--- config.mk ---
export PLATFORM = sky130hd
export DESIGN_NAME = rv_core_sequencer
export DESIGN_NICKNAME = d
export VERILOG_FILES = /design/src/rtl/rv_core_sequencer.sv
export SDC_FILE = /design/constraint.sdc
export NUM_CORES = 1
export LEC_CHECK = 0
export ABC_AREA = 0
export CAP_MARGIN = 5
export CORE_ASPECT_RATIO = 1.75
export CORE_MARGIN = 4
export CORE_UTILIZATION = 48
export DETAILED_ROUTE_END_ITERATION = 7
export GPL_TIMING_DRIVEN = 0
export PLACE_DENSITY = 0.88
export SYNTH_ARGS = -nofsm -noshare
export SYNTH_HDL_FRONTEND = slang
export SYNTH_SLANG_ARGS = --single-unit
--- constraint.sdc ---
create_clock -name clk -period 2.66 [get_ports clk]
set_input_delay 0.266 -clock clk [delete_from_list [all_inputs] [get_ports clk]]
set_output_delay 0.266 -clock clk [all_outputs]
set_load 0.05 [all_outputs]
--- src/rtl/rv_core_sequencer.sv ---
// Control sequencer for the single-cycle RV32I datapath: decode, boot, memory-wait
// stalling with timeout, halt/single-step debug control and a retired-instruction counter.
module rv_core_sequencer #(
  parameter int unsigned MEM_TIMEOUT = 15
) (
  input  logic        clk,
  input  logic        rst_n,
  input  logic [6:0]  opcode,
  input  logic [2:0]  lorbtype,
  input  logic [3:0]  alu_action,
  input  logic        zero,
  input  logic        run,
  input  logic        step_req,
  input  logic        mem_ready,
  output logic        PCsel1,
  output logic        PCsel0,
  output logic        enPC,
  output logic        ALUsrc,
  output logic        memtoreg1,
  output logic        memtoreg0,
  output logic        read_mem,
  output logic        write_mem,
  output logic        enW,
  output logic [2:0]  immsrc,
  output logic [4:0]  opr,
  output logic        halted,
  output logic        fault,
  output logic [31:0] instret
);

  typedef enum logic [2:0] {
    StReset,
    StBoot,
    StExec,
    StMemWait,
    StHalt,
    StFault
  } state_e;

  localparam logic [6:0] OpR      = 7'b0110011;
  localparam logic [6:0] OpIAlu   = 7'b0010011;
  localparam logic [6:0] OpLoad   = 7'b0000011;
  localparam logic [6:0] OpStore  = 7'b0100011;
  localparam logic [6:0] OpBranch = 7'b1100011;
  localparam logic [6:0] OpJal    = 7'b1101111;
  localparam logic [6:0] OpJalr   = 7'b1100111;
  localparam logic [6:0] OpLui    = 7'b0110111;
  localparam logic [6:0] OpAuipc  = 7'b0010111;
  localparam logic [6:0] OpSystem = 7'b1110011;

  localparam logic [7:0] TimeoutCnt = 8'(MEM_TIMEOUT);

  state_e      state_q, state_d;
  logic [7:0]  wait_cnt_q, wait_cnt_d;
  logic        step_q, step_d;
  logic [31:0] instret_q, instret_d;

  // Raw decode of the current opcode, independent of sequencer state.
  logic [1:0] dec_pc_sel;
  logic       dec_alu_src;
  logic [1:0] dec_mem_to_reg;
  logic       dec_read;
  logic       dec_write;
  logic       dec_en_w;
  logic [2:0] dec_imm;
  logic [4:0] dec_opr;
  logic       dec_mem;
  logic       dec_sys;
  logic       dec_ill;

  always_comb begin
    dec_pc_sel     = 2'b00;
    dec_alu_src    = 1'b0;
    dec_mem_to_reg = 2'b00;
    dec_read       = 1'b0;
    dec_write      = 1'b0;
    dec_en_w       = 1'b0;
    dec_imm        = 3'b000;
    dec_opr        = 5'b00000;
    dec_mem        = 1'b0;
    dec_sys        = 1'b0;
    dec_ill        = 1'b0;
    unique case (opcode)
      OpR: begin
        dec_en_w = 1'b1;
        dec_opr  = {1'b0, alu_action};
      end
      OpIAlu: begin
        dec_alu_src = 1'b1;
        dec_en_w    = 1'b1;
        dec_opr     = {1'b0, alu_action};
      end
      OpLoad: begin
        dec_alu_src    = 1'b1;
        dec_read       = 1'b1;
        dec_mem_to_reg = 2'b01;
        dec_en_w       = 1'b1;
        dec_mem        = 1'b1;
      end
      OpStore: begin
        dec_alu_src = 1'b1;
        dec_imm     = 3'b001;
        dec_write   = 1'b1;
        dec_mem     = 1'b1;
      end
      OpBranch: begin
        dec_imm    = 3'b010;
        dec_pc_sel = zero ? 2'b01 : 2'b00;
        dec_opr    = {2'b10, lorbtype};
      end
      OpJal: begin
        dec_imm        = 3'b100;
        dec_pc_sel     = 2'b01;
        dec_mem_to_reg = 2'b11;
        dec_en_w       = 1'b1;
      end
      OpJalr: begin
        dec_alu_src    = 1'b1;
        dec_pc_sel     = 2'b10;
        dec_mem_to_reg = 2'b11;
        dec_en_w       = 1'b1;
      end
      OpLui: begin
        dec_alu_src = 1'b1;
        dec_imm     = 3'b011;
        dec_en_w    = 1'b1;
        dec_opr     = 5'b11111;
      end
      OpAuipc: begin
        dec_imm        = 3'b011;
        dec_mem_to_reg = 2'b10;
        dec_en_w       = 1'b1;
      end
      OpSystem: dec_sys = 1'b1;
      default:  dec_ill = 1'b1;
    endcase
  end

  logic [1:0] pc_sel;
  logic [1:0] mem_to_reg;
  logic       retire;

  // Memory instructions only commit (enW/enPC) on the cycle mem_ready is seen.
  always_comb begin
    state_d    = state_q;
    wait_cnt_d = wait_cnt_q;
    step_d     = step_q;
    pc_sel     = 2'b00;
    mem_to_reg = 2'b00;
    enPC       = 1'b0;
    ALUsrc     = 1'b0;
    read_mem   = 1'b0;
    write_mem  = 1'b0;
    enW        = 1'b0;
    immsrc     = 3'b000;
    opr        = 5'b00000;
    retire     = 1'b0;

    unique case (state_q)
      StReset: state_d = StBoot;
      StBoot: begin
        pc_sel  = 2'b11;
        enPC    = 1'b1;
        state_d = run ? StExec : StHalt;
      end
      StExec: begin
        if (dec_ill) begin
          state_d = StFault;
        end else if (dec_sys) begin
          state_d = StHalt;
          step_d  = 1'b0;
        end else begin
          pc_sel     = dec_pc_sel;
          mem_to_reg = dec_mem_to_reg;
          ALUsrc     = dec_alu_src;
          read_mem   = dec_read;
          write_mem  = dec_write;
          immsrc     = dec_imm;
          opr        = dec_opr;
          if (dec_mem && !mem_ready) begin
            state_d    = StMemWait;
            wait_cnt_d = 8'd1;
          end else begin
            enPC   = 1'b1;
            enW    = dec_en_w;
            retire = 1'b1;
          end
        end
      end
      StMemWait: begin
        pc_sel     = dec_pc_sel;
        mem_to_reg = dec_mem_to_reg;
        ALUsrc     = dec_alu_src;
        read_mem   = dec_read;
        write_mem  = dec_write;
        immsrc     = dec_imm;
        opr        = dec_opr;
        if (mem_ready) begin
          enPC   = 1'b1;
          enW    = dec_en_w;
          retire = 1'b1;
        end else if (wait_cnt_q >= TimeoutCnt) begin
          state_d = StFault;
        end else begin
          wait_cnt_d = wait_cnt_q + 8'd1;
        end
      end
      StHalt: begin
        if (run) begin
          state_d = StExec;
        end else if (step_req) begin
          state_d = StExec;
          step_d  = 1'b1;
        end
      end
      StFault: state_d = StFault;
      default: state_d = StFault;
    endcase

    // A single-stepped instruction always returns to HALT.
    if (retire) begin
      state_d = (run && !step_q) ? StExec : StHalt;
      step_d  = 1'b0;
    end
  end

  assign instret_d = instret_q + 32'(retire);

  always_ff @(posedge clk or negedge rst_n) begin
    if (!rst_n) begin
      state_q    <= StReset;
      wait_cnt_q <= 8'd0;
      step_q     <= 1'b0;
      instret_q  <= 32'd0;
    end else begin
      state_q    <= state_d;
      wait_cnt_q <= wait_cnt_d;
      step_q     <= step_d;
      instret_q  <= instret_d;
    end
  end

  assign PCsel1    = pc_sel[1];
  assign PCsel0    = pc_sel[0];
  assign memtoreg1 = mem_to_reg[1];
  assign memtoreg0 = mem_to_reg[0];
  assign halted    = (state_q == StHalt);
  assign fault     = (state_q == StFault);
  assign instret   = instret_q;

endmodule

==> out/results.ini, run 1 <==
[floorplanning]
die_area_sq_mm=0.00638
die-width_um=62.1
rows=34
io_pins=71
start_util_pct=49.4
die-height_um=103
core_sq_mm=0.00498

[critical_path]
crit_required_ns=2.85
worstSetupStartpointType=input pin
critPathKind=input pin to flop
crit_fanout=10
end_kind=flop
reg2reg_slack_ns=0.18
worstPathArrival_ns=2.80
r2r_cells=12

[sta]
drv_slew=0
relSlewSlack_pct=64.1
clock_skew_ns=0.00859
rsz0062_at_grt=yes
final-hold-violation-count=0
fmax_mhz=384
worst_slew_pin_slew_ns=0.537
finalCritPeriodShare_pct=97.9
finalSetupViolations=0
setup-tns-final_ns=0
fin_crit_ns=2.60

[global_routing]
overflow=0
grt_max_degree=42
antenna_found_initial=0
grt_pass1_wl_um=10600
grt_pass1_vias=2316
track_usage_pct=20.8

[drt]
vias_per_cell=5.72
avgRoutedWirePerCell_um=16.3
antenna_left=0
drc=0
num_vias=2267
wl_um=6470
dr.first_iter.drc_count=97
drtPass1Iterations=4

[cts]
htree_levels=2
clk_latency_ns=0.31
cts-root-buf=clkbuf_8
clk_path_buf_depth=2
cts_buffers=5
cts_sinks=44
clk_pin_slew_ns=0.08
tritoncts=built

[synth]
avgSynthCellArea_sq_um=9.53
synth_edf_count=0
yosys_most_used_dff=dfrtp_1
ys_types=46
ys_seq_area_share_pct=44.8
synth_cells=258
async_flop_share_pct=100
yosys_warnings=0
syn_area_sq_mm=0.00246
synth_nets=280
ys_ff_latch=44

[finish]
drive_above_1_share_pct=15.8
syn2layout_area_growth_pct=40.2
n_antenna_cell=0
postLayoutCellArea_sq_mm=0.00345
nets=363

[power]
seqPwrFrac_pct=39.2
p_sw_share_pct=38.9
power_frac_clock_pct=25.2
p_int_uw=1280
powerDensity_mw_per_mm2=608
power_switching_uw=816
p_leak_uw=0.00150
comb_power_share_pct=35.6
ir_drop_mv=0.578

[job]
maxCapViolCount=0

[placement]
port_buffers=70
dpl.hpwl_um=4830
place_area_sq_mm=0.00324
place.gp.congestion=0.858

[worst_hold_path]
hold_class=input pin to async pin

[outcome]
status=finished clean

## sequential cells by signal, indices dropped and copies added (netlist names)
| register | cells |
|---|---|
| instret | 32 |
| wait_cnt_q | 8 |
| step_q | 1 |
| state_q | 3 |
## per-stage QoR
step                hold WS [ns]  power [uW]  std cells  setup slack (ns)  util [%]
finish                     0.298        2100        396            0.0568      69.3
global route               0.320        2200        396           -0.0237      69.3
CTS                        0.299        2100        394          0.000729      68.6
detailed placement        0.0868        1580        383            -0.900      65.1
global placement           0.461        1550        382            -0.844      64.8
floorplan                -0.0296        1310        258             0.102         -
## synthesized netlist by cell type, drive strengths merged (4+ instances only)
cell | instances | area [sq um]
dfrtp | 44 | 1100
nand2 | 28 | 105
nor2 | 26 | 97.6
nand3 | 21 | 110
xor2 | 18 | 158
xnor2 | 16 | 140
nor3 | 15 | 96.4
a21oi | 11 | 58.8
nand4 | 10 | 77.6
o21ai | 7 | 35.0
a31oi | 5 | 31.3
and2 | 5 | 31.3
or3 | 5 | 36.3
and3 | 4 | 25.0
buf | 4 | 28.8
clkbuf | 4 | 15.0
inv | 4 | 15.0
nor2b | 4 | 25.0
## repair_timing
action | in CTS | in global routing
pin swaps | 2 | 3
resized for setup | 56 | 22
setup endpoints to repair | 29 | 29
hold buffers | 1 | 0
endpoints found under the hold margin | 44 | 0
buffers inserted | 2 | 2
## power by group through the flow
stage	registers (uW)	clock network (uW)	logic, uW
3_5_place_dp	833	0	745
6_report	822	529	746
2_1_floorplan	911	0	397
4_1_cts	819	537	739
5_1_grt	835	569	797
3_3_place_gp	828	0	725
## layout make-up
cell class / instances / area (sq um)
plain buffers: 8 / 55.1
clock buffers: 5 / 68.8
clock inverters: 3 / 46.3
fillers: 357 / 1530
inverters: 4 / 15.0
multi-input cells: 202 / 1350
flip-flops and latches: 44 / 1100
well taps: 54 / 67.6
repair buffers: 76 / 746
## path summary, 6_finish.rpt
path	start	end
setup / recovery	opcode[6]	instret[30]
hold / removal	rst_n	instret[4]
setup reg to reg	state_q[1]	instret[30]
hold reg to reg	instret[31]	instret[31]
max in group asynchronous	rst_n	instret[30]
min in group clk	instret[31]	instret[31]
## critical path: stages
cell and delay, ns:
clkdlybuf4s50_1 0.52, clkbuf_4 0.23, a31oi_1 0.12, a21oi_2 0.26
a32oi_2 0.10, buf_4 0.20, nor2b_1 0.14, ha_2 0.23
nand2_1 0.12, nor3_4 0.17, buf_12 0.15, nand4_1 0.13
xnor2_1 0.15
## layout by cell type, fill, tap and decap left out, drive strengths merged, types with 11 or more instances in the layout
cell,n
clkdlybuf4s50,51
dfrtp,44
nand2,28
nor2,26
nand3,21
xor2,18
xnor2,16
nor3,15
buf,13
clkbuf,12
a21oi,11
## layer usage
metal / part of all wire [%] / global-route usage (%)
met1: 36 / 19.6
met2: 55 / 40.7
met3: 6.8 / 4.91
met4: 2.9 / 11.0
met5: 0 / 0
## cell families after synthesis
group / Yosys count / synth area share, %
buf+inv: 12 / 2.39
fa+ha+maj: 2 / 1.02
simple gates: 134 / 31.2
flops: 44 / 44.8
mux: 1 / 0.407
compound gates: 31 / 8.09
xor+xnor: 34 / 12.1
No activity file was read; power rests on OpenSTA's default activity.
==> inputs of run 2 (changes only) <==
--- a/config.mk
+++ b/config.mk
@@ -5,14 +5,14 @@
 export SDC_FILE = /design/constraint.sdc
 export NUM_CORES = 1
 export LEC_CHECK = 0
-export ABC_AREA = 0
+export ABC_AREA = 1
 export CAP_MARGIN = 5
 export CORE_ASPECT_RATIO = 1.75
 export CORE_MARGIN = 4
-export CORE_UTILIZATION = 48
+export CORE_UTILIZATION = 49
 export DETAILED_ROUTE_END_ITERATION = 7
 export GPL_TIMING_DRIVEN = 0
-export PLACE_DENSITY = 0.88
+export PLACE_DENSITY = 0.87
 export SYNTH_ARGS = -nofsm -noshare
 export SYNTH_HDL_FRONTEND = slang
 export SYNTH_SLANG_ARGS = --single-unit
==> run 2 against run 1 <==
Compared with the run above:
- routed wire length is 27% higher
- clock-buffer cell count grew 1
- utilization increased by 3.7 points
- register-to-register slack got worse by 0.04 ns
- via count is 25% higher
- critical path depth shrank 3
- clock skew grew 0.00057 ns
- sequential power increased by 2.6%
- sequential cell count did not move
- sequential share of layout area is 3.5 points lower
- die area increased by 7.2%
- hold slack better by 0.18 ns
==> out/results.ini, run 2 <==
[critical_path]
end_kind=primary output  ; was flop
crit_required_ns=2.39  ; was 2.85 ns
worstSetupStartpointType=input pin  ; unchanged
critPathKind=input pin to primary output  ; was input pin to flop
crit_fanout=7  ; was 10
worstPathArrival_ns=2.33  ; was 2.80 ns

[synth]
avgSynthCellArea_sq_um=7.62  ; was 9.53 sq um
synthMuxAreaShare_pct=0  ; was 0.407%
synthSimpleGateAreaFrac_pct=35.4  ; was 31.2%
syn_area_sq_mm=0.00271  ; was 0.00246 sq mm
synth_top_family_by_area=simple AND/OR/NAND/NOR gates  ; unchanged
synthAdderAreaFrac_pct=0.923  ; was 1.02%
ys_types=31  ; was 46
yosysTopAreaCell=dfrtp_1  ; unchanged
synth-compound-area-share_pct=7.47  ; was 8.09%
synth_edf_count=0  ; unchanged
yosys_warnings=0  ; unchanged
synth_xor_area_share_pct=7.75  ; was 12.1%
synth_top_cell_area_share_pct=40.6  ; was 44.8%
synth_nets=378  ; was 280
synth_area_leaders=dfrtp_1, nand2_1, inv_1  ; was dfrtp_1, xor2_1, xnor2_1
synth_common_cells=nand2_1, inv_1, nor2_1  ; was dfrtp_1, nand2_1, nor2_1
yosysMostFrequentCell=nand2_1  ; was dfrtp_1
yosys_most_used_dff=dfrtp_1  ; unchanged
ys_seq_area_share_pct=40.6  ; was 44.8%
ys_ff_latch=44  ; unchanged
synth_cells=356  ; was 258
async_flop_share_pct=100  ; unchanged

[sta]
setup-tns-final_ns=0  ; unchanged
holdWs_ns=0.473  ; was 0.298 ns
drv_slew=0  ; unchanged
fin_crit_ns=2.60  ; about the same
setup_ws_ns=0.0604  ; was 0.0568 ns
final-hold-violation-count=0  ; unchanged
worst_slew_pin_slew_ns=0.534  ; was 0.537 ns
clock_skew_ns=0.00916  ; was 0.00859 ns
fmax_mhz=385  ; was 384 MHz
finalCritPeriodShare_pct=97.7  ; was 97.9%
relSlewSlack_pct=64.4  ; was 64.1%
finalSetupViolations=0  ; unchanged

[floorplanning]
die_area_sq_mm=0.00684  ; was 0.00638 sq mm
core_sq_mm=0.00530  ; was 0.00498 sq mm
die-height_um=106  ; was 103 um
die-width_um=64.2  ; was 62.1 um
start_util_pct=51.2  ; was 49.4%
rows=35  ; was 34
io_pins=71  ; unchanged

[cts]
cts_sinks=44  ; unchanged
cts-root-buf=clkbuf_8  ; unchanged
htree_levels=2  ; unchanged
clk_path_buf_depth=2  ; unchanged
cts_buffers=5  ; unchanged
tritoncts=built  ; unchanged
clk_pin_slew_ns=0.09  ; was 0.08 ns
clk_latency_ns=0.30  ; was 0.31 ns

[global_routing]
antenna_found_initial=0  ; unchanged
overflow=0  ; unchanged
grt_max_degree=24  ; was 42
grt_pass1_vias=2881  ; was 2316
grt_pass1_wl_um=13000  ; was 10600 um
track_usage_pct=24.1  ; was 20.8%

[finish]
syn2layout_area_growth_pct=42.6  ; was 40.2%
regArea_sq_mm=0.00110  ; unchanged
nets=471  ; was 363
final_common_cell=nand2_1  ; was clkdlybuf4s50_1
final_cell_mix=nand2_1, inv_1, clkdlybuf4s50_1, dfrtp_1, nor2_1  ; was clkdlybuf4s50_1, dfrtp_1, nand2_1, nor2_1, nand3_1
fillers=377  ; was 357
multi_input_area_sq_mm=0.00153  ; was 0.00135 sq mm
largest_reg_flops=32  ; unchanged
n_antenna_cell=0  ; unchanged
drive_above_1_share_pct=16.9  ; was 15.8%

[power]
powerDensity_mw_per_mm2=553  ; was 608 mW/mm^2
total_power_uw=2140  ; was 2100 uW
p_leak_uw=0.00190  ; was 0.00150 uW
ir_drop_mv=0.580  ; was 0.578 mV

[drt]
vias_per_cell=5.40  ; was 5.72
wl_um=8230  ; was 6470 um
drc=0  ; unchanged
antenna_left=0  ; unchanged
num_vias=2829  ; was 2267
avgRoutedWirePerCell_um=15.7  ; was 16.3 um
dr.first_iter.drc_count=201  ; was 97
drtPass1Iterations=5  ; was 4

[placement]
port_buffers=70  ; unchanged
dp_slack_ns=-0.834  ; was -0.900 ns
place.gp.congestion=0.930  ; was 0.858
dpl.hpwl_um=5740  ; was 4830 um

[worst_hold_path]
hold_class=flop to flop  ; was input pin to async pin

[outcome]
status=finished clean  ; unchanged

[job]
maxCapViolCount=0  ; unchanged

[run 2: changes by cell type after synthesis, sizes merged, moves of 5 or more]
cell / delta
inv: +53
nand2: +57
nor2: +30
o21ai: +6
or3: -5
xnor2: -8
[run 2: layout make-up]
type,count,area share [%]
well taps,74,2.39
flip-flops and latches,44,28.5
inverters,57,5.73
clock inverters,2,1.00
clock buffers,6,2.14
multi-input cells,255,39.5
repair buffers,86,20.8
[run 2: routing by layer]
metal | up-vias | routed length, um | part of all wire [%] | track usage, %
met3 | 38 | 504 | 6.1 | 3.91
met4 | 0 | 414 | 5.0 | 13.5
met5 | - | 0 | 0 | 0
li1 | 1322 | - | - | -
met2 | 155 | 4450 | 54 | 45.6
met1 | 1314 | 2860 | 35 | 24.1
[run 2: path summary, 6_finish.rpt]
kind                                from       endpoint  slack [ns]  cells after the start
setup / recovery               opcode[0]      immsrc[0]        0.06                     10
hold / removal             wait_cnt_q[6]  wait_cnt_q[6]        0.47                      2
setup reg to reg              state_q[2]    instret[30]        0.14                     18
hold reg to reg            wait_cnt_q[6]  wait_cnt_q[6]        0.47                      2
max in group asynchronous          rst_n     instret[9]        1.66                      3
min in group asynchronous          rst_n    instret[22]        0.49                      2
[run 2: cells by family (layout without fill, tap and decap cells)]
group | Yosys count | count (layout)
compound gates | 34 | 34
xor+xnor | 24 | 24
buf+inv | 57 | 151
simple gates | 195 | 195
flops | 44 | 44
fa+ha+maj | 2 | 2
[run 2: timing repair]
action / in CTS / in global routing
resized for setup: 44 / 28
setup endpoints to repair: 25 / 16
buffers inserted: 5 / 9
endpoints found under the hold margin: 21 / 0
pin swaps: 6 / 8
hold buffers: 1 / 0
[run 2: critical path, stage by stage]
cell and delay [ns]:
clkdlybuf4s50_1 0.47, nand2_2 0.08, nor2_1 0.20, o21ai_2 0.13, nand3_4 0.13, nand2_1 0.09, nand2_1 0.16, inv_1 0.14
nor2_1 0.11, dlygate4sd2_1 0.54
[run 2: through the flow]
stage	instance area [sq um]	util, %	std cells
after global routing	3870	73.0	524
final	3870	73.0	524
after global placement	3510	66.2	500
after detailed placement	3530	66.6	501
after floorplan	2710	-	356
after CTS	3760	71.0	515
[run 2: report_power, final]
part / internal (uW) / switching [uW] / leakage [uW] / total [uW]
combinational: 253 / 495 / 0.00126 / 748
clock: 307 / 239 / 0.0000614 / 546
sequential: 738 / 105 / 0.000577 / 843
total: 1300 / 839 / 0.00190 / 2140
==> inputs of run 3 (changes only) <==
--- a/config.mk
+++ b/config.mk
@@ -10,9 +10,11 @@
 export CORE_ASPECT_RATIO = 1.75
 export CORE_MARGIN = 4
 export CORE_UTILIZATION = 49
+export CTS_CLUSTER_SIZE = 28
 export DETAILED_ROUTE_END_ITERATION = 7
 export GPL_TIMING_DRIVEN = 0
 export PLACE_DENSITY = 0.87
+export RECOVER_POWER = 100
 export SYNTH_ARGS = -nofsm -noshare
 export SYNTH_HDL_FRONTEND = slang
 export SYNTH_SLANG_ARGS = --single-unit
==> run 3 against run 2 <==
Compared with the run above:
- critical path depth is the same
- power is essentially flat
- non-clock buffer count did not move
- sequential power barely moved
- setup slack got worse by 0.0078 ns
- utilization hardly changed
- design area about the same
- critical path type unchanged
- largest cell class unchanged
==> out/results.ini, run 3 (synthesis results as in run 2) <==
[outcome]
status=finished clean  ; unchanged

[cts]
cts_sinks=44  ; unchanged
clk_pin_slew_ns=0.09  ; about the same
htree_levels=2  ; unchanged
tritoncts=built  ; unchanged
clk_latency_ns=0.30  ; about the same
cts_buffers=5  ; unchanged
clk_path_buf_depth=2  ; unchanged
cts-root-buf=clkbuf_8  ; unchanged

[sta]
clock_skew_ns=0.00810  ; was 0.00916 ns
final-hold-violation-count=0  ; unchanged
finalCritPeriodShare_pct=98.0  ; was 97.7%
fmax_mhz=384  ; was 385 MHz
drv_slew=0  ; unchanged
worst_slew_pin_slew_ns=1.28  ; was 0.534 ns
fin_crit_ns=2.61  ; was 2.60 ns
finalSetupViolations=0  ; unchanged
relSlewSlack_pct=14.5  ; was 64.4%

[finish]
nets=471  ; unchanged
postLayoutCellArea_sq_mm=0.00387  ; about the same
multi_input_area_sq_mm=0.00153  ; unchanged
final_common_cell=nand2_1  ; unchanged
drive_above_1_share_pct=16.7  ; was 16.9%
regArea_sq_mm=0.00110  ; unchanged
final_cell_mix=nand2_1, inv_1, clkdlybuf4s50_1, dfrtp_1, nor2_1  ; unchanged
largest_reg_flops=32  ; unchanged
fillers=377  ; unchanged
syn2layout_area_growth_pct=42.5  ; was 42.6%
n_antenna_cell=0  ; unchanged

[critical_path]
worstPathArrival_ns=2.34  ; was 2.33 ns
crit_fanout=7  ; unchanged
critPathKind=input pin to primary output  ; unchanged
end_kind=primary output  ; unchanged
worstSetupStartpointType=input pin  ; unchanged
crit_required_ns=2.39  ; about the same

[global_routing]
grt_pass1_vias=2881  ; unchanged
grt_max_degree=24  ; unchanged
track_usage_pct=24.1  ; unchanged
antenna_found_initial=0  ; unchanged
grt_pass1_wl_um=13000  ; unchanged
overflow=0  ; unchanged

[floorplanning]
start_util_pct=51.2  ; unchanged
die_area_sq_mm=0.00684  ; unchanged
die-height_um=106  ; unchanged
io_pins=71  ; unchanged
die-width_um=64.2  ; unchanged
core_sq_mm=0.00530  ; unchanged
rows=35  ; unchanged

[power]
p_leak_uw=0.00190  ; about the same
powerDensity_mw_per_mm2=552  ; was 553 mW/mm^2
ir_drop_mv=0.579  ; was 0.580 mV
total_power_uw=2140  ; about the same

[drt]
drtPass1Iterations=5  ; unchanged
avgRoutedWirePerCell_um=15.7  ; about the same
dr.first_iter.drc_count=201  ; unchanged
antenna_left=0  ; unchanged
num_vias=2830  ; was 2829
vias_per_cell=5.40  ; about the same
drc=0  ; unchanged
wl_um=8240  ; was 8230 um

[placement]
dpl.hpwl_um=5740  ; unchanged
port_buffers=70  ; unchanged
place_area_sq_mm=0.00353  ; unchanged
place.gp.congestion=0.930  ; unchanged

[job]
maxCapViolCount=0  ; unchanged

[worst_hold_path]
hold_class=flop to flop  ; unchanged

-- run 3: changes by cell type in the layout (fill, tap and decap cells not counted) --
cell | before | now
buf_2 | 1 | 0
clkbuf_1 | 0 | 1
-- run 3: final cells by class --
class                   instances  area share [%]
clock buffers                   6            2.14
flip-flops and latches         44            28.5
repair buffers                 86            20.7
multi-input cells             255            39.5
inverters                      57            5.73
well taps                      74            2.39
clock inverters                 2            1.00
-- run 3: per-stage QoR --
| step | util, % | setup TNS [ns] | instances | hold slack, ns | setup WS [ns] |
|---|---|---|---|---|---|
| CTS | 71.0 | 0 | 515 | 0.476 | 0.0230 |
| floorplan | - | 0 | 356 | -0.0296 | 0.0404 |
| detailed placement | 66.6 | -10.45 | 501 | 0.275 | -0.834 |
| global route | 73.0 | -0.250 | 524 | 0.498 | -0.102 |
| global placement | 66.2 | -9.25 | 500 | 0.449 | -0.762 |
| finish | 73.0 | 0 | 524 | 0.473 | 0.0526 |
-- run 3: critical path: stages --
cell and delay (ns):
clkdlybuf4s50_1 0.47, nand2_2 0.08, nor2_1 0.20, o21ai_2 0.14
nand3_4 0.13, nand2_1 0.09, nand2_1 0.16, inv_1 0.14
nor2_1 0.12, dlygate4sd2_1 0.54
-- run 3: layer usage --
metal,up-vias,wire [um],share of wire [%],global-route usage (%)
met5,-,0,0,0
met4,0,400,4.9,13.5
met3,35,484,5.9,3.91
met2,154,4490,54,45.6
met1,1315,2870,35,24.1
li1,1326,-,-,-
-- run 3: path summary, 6_finish.rpt --
path	startpoint	to	slack, ns	cells past startpoint
min in group asynchronous	rst_n	instret[22]	0.79	2
max reg2reg	state_q[2]	instret[30]	0.14	18
max	opcode[0]	immsrc[0]	0.05	10
min reg2reg	wait_cnt_q[6]	wait_cnt_q[6]	0.47	2
max in group asynchronous	rst_n	instret[3]	1.11	2
min	wait_cnt_q[6]	wait_cnt_q[6]	0.47	2
-- run 3: power by group --
group,internal (uW),total [uW],switching (uW)
logic,253,748,495
clock network,307,544,237
registers,738,843,106
-- run 3: timing repair --
item,4_1_cts,5_1_grt
hold buffers,1,0
pin swaps,6,8
setup endpoints to repair,25,16
hold endpoints to repair,21,0
setup buffers,5,9
gates resized for setup,44,28
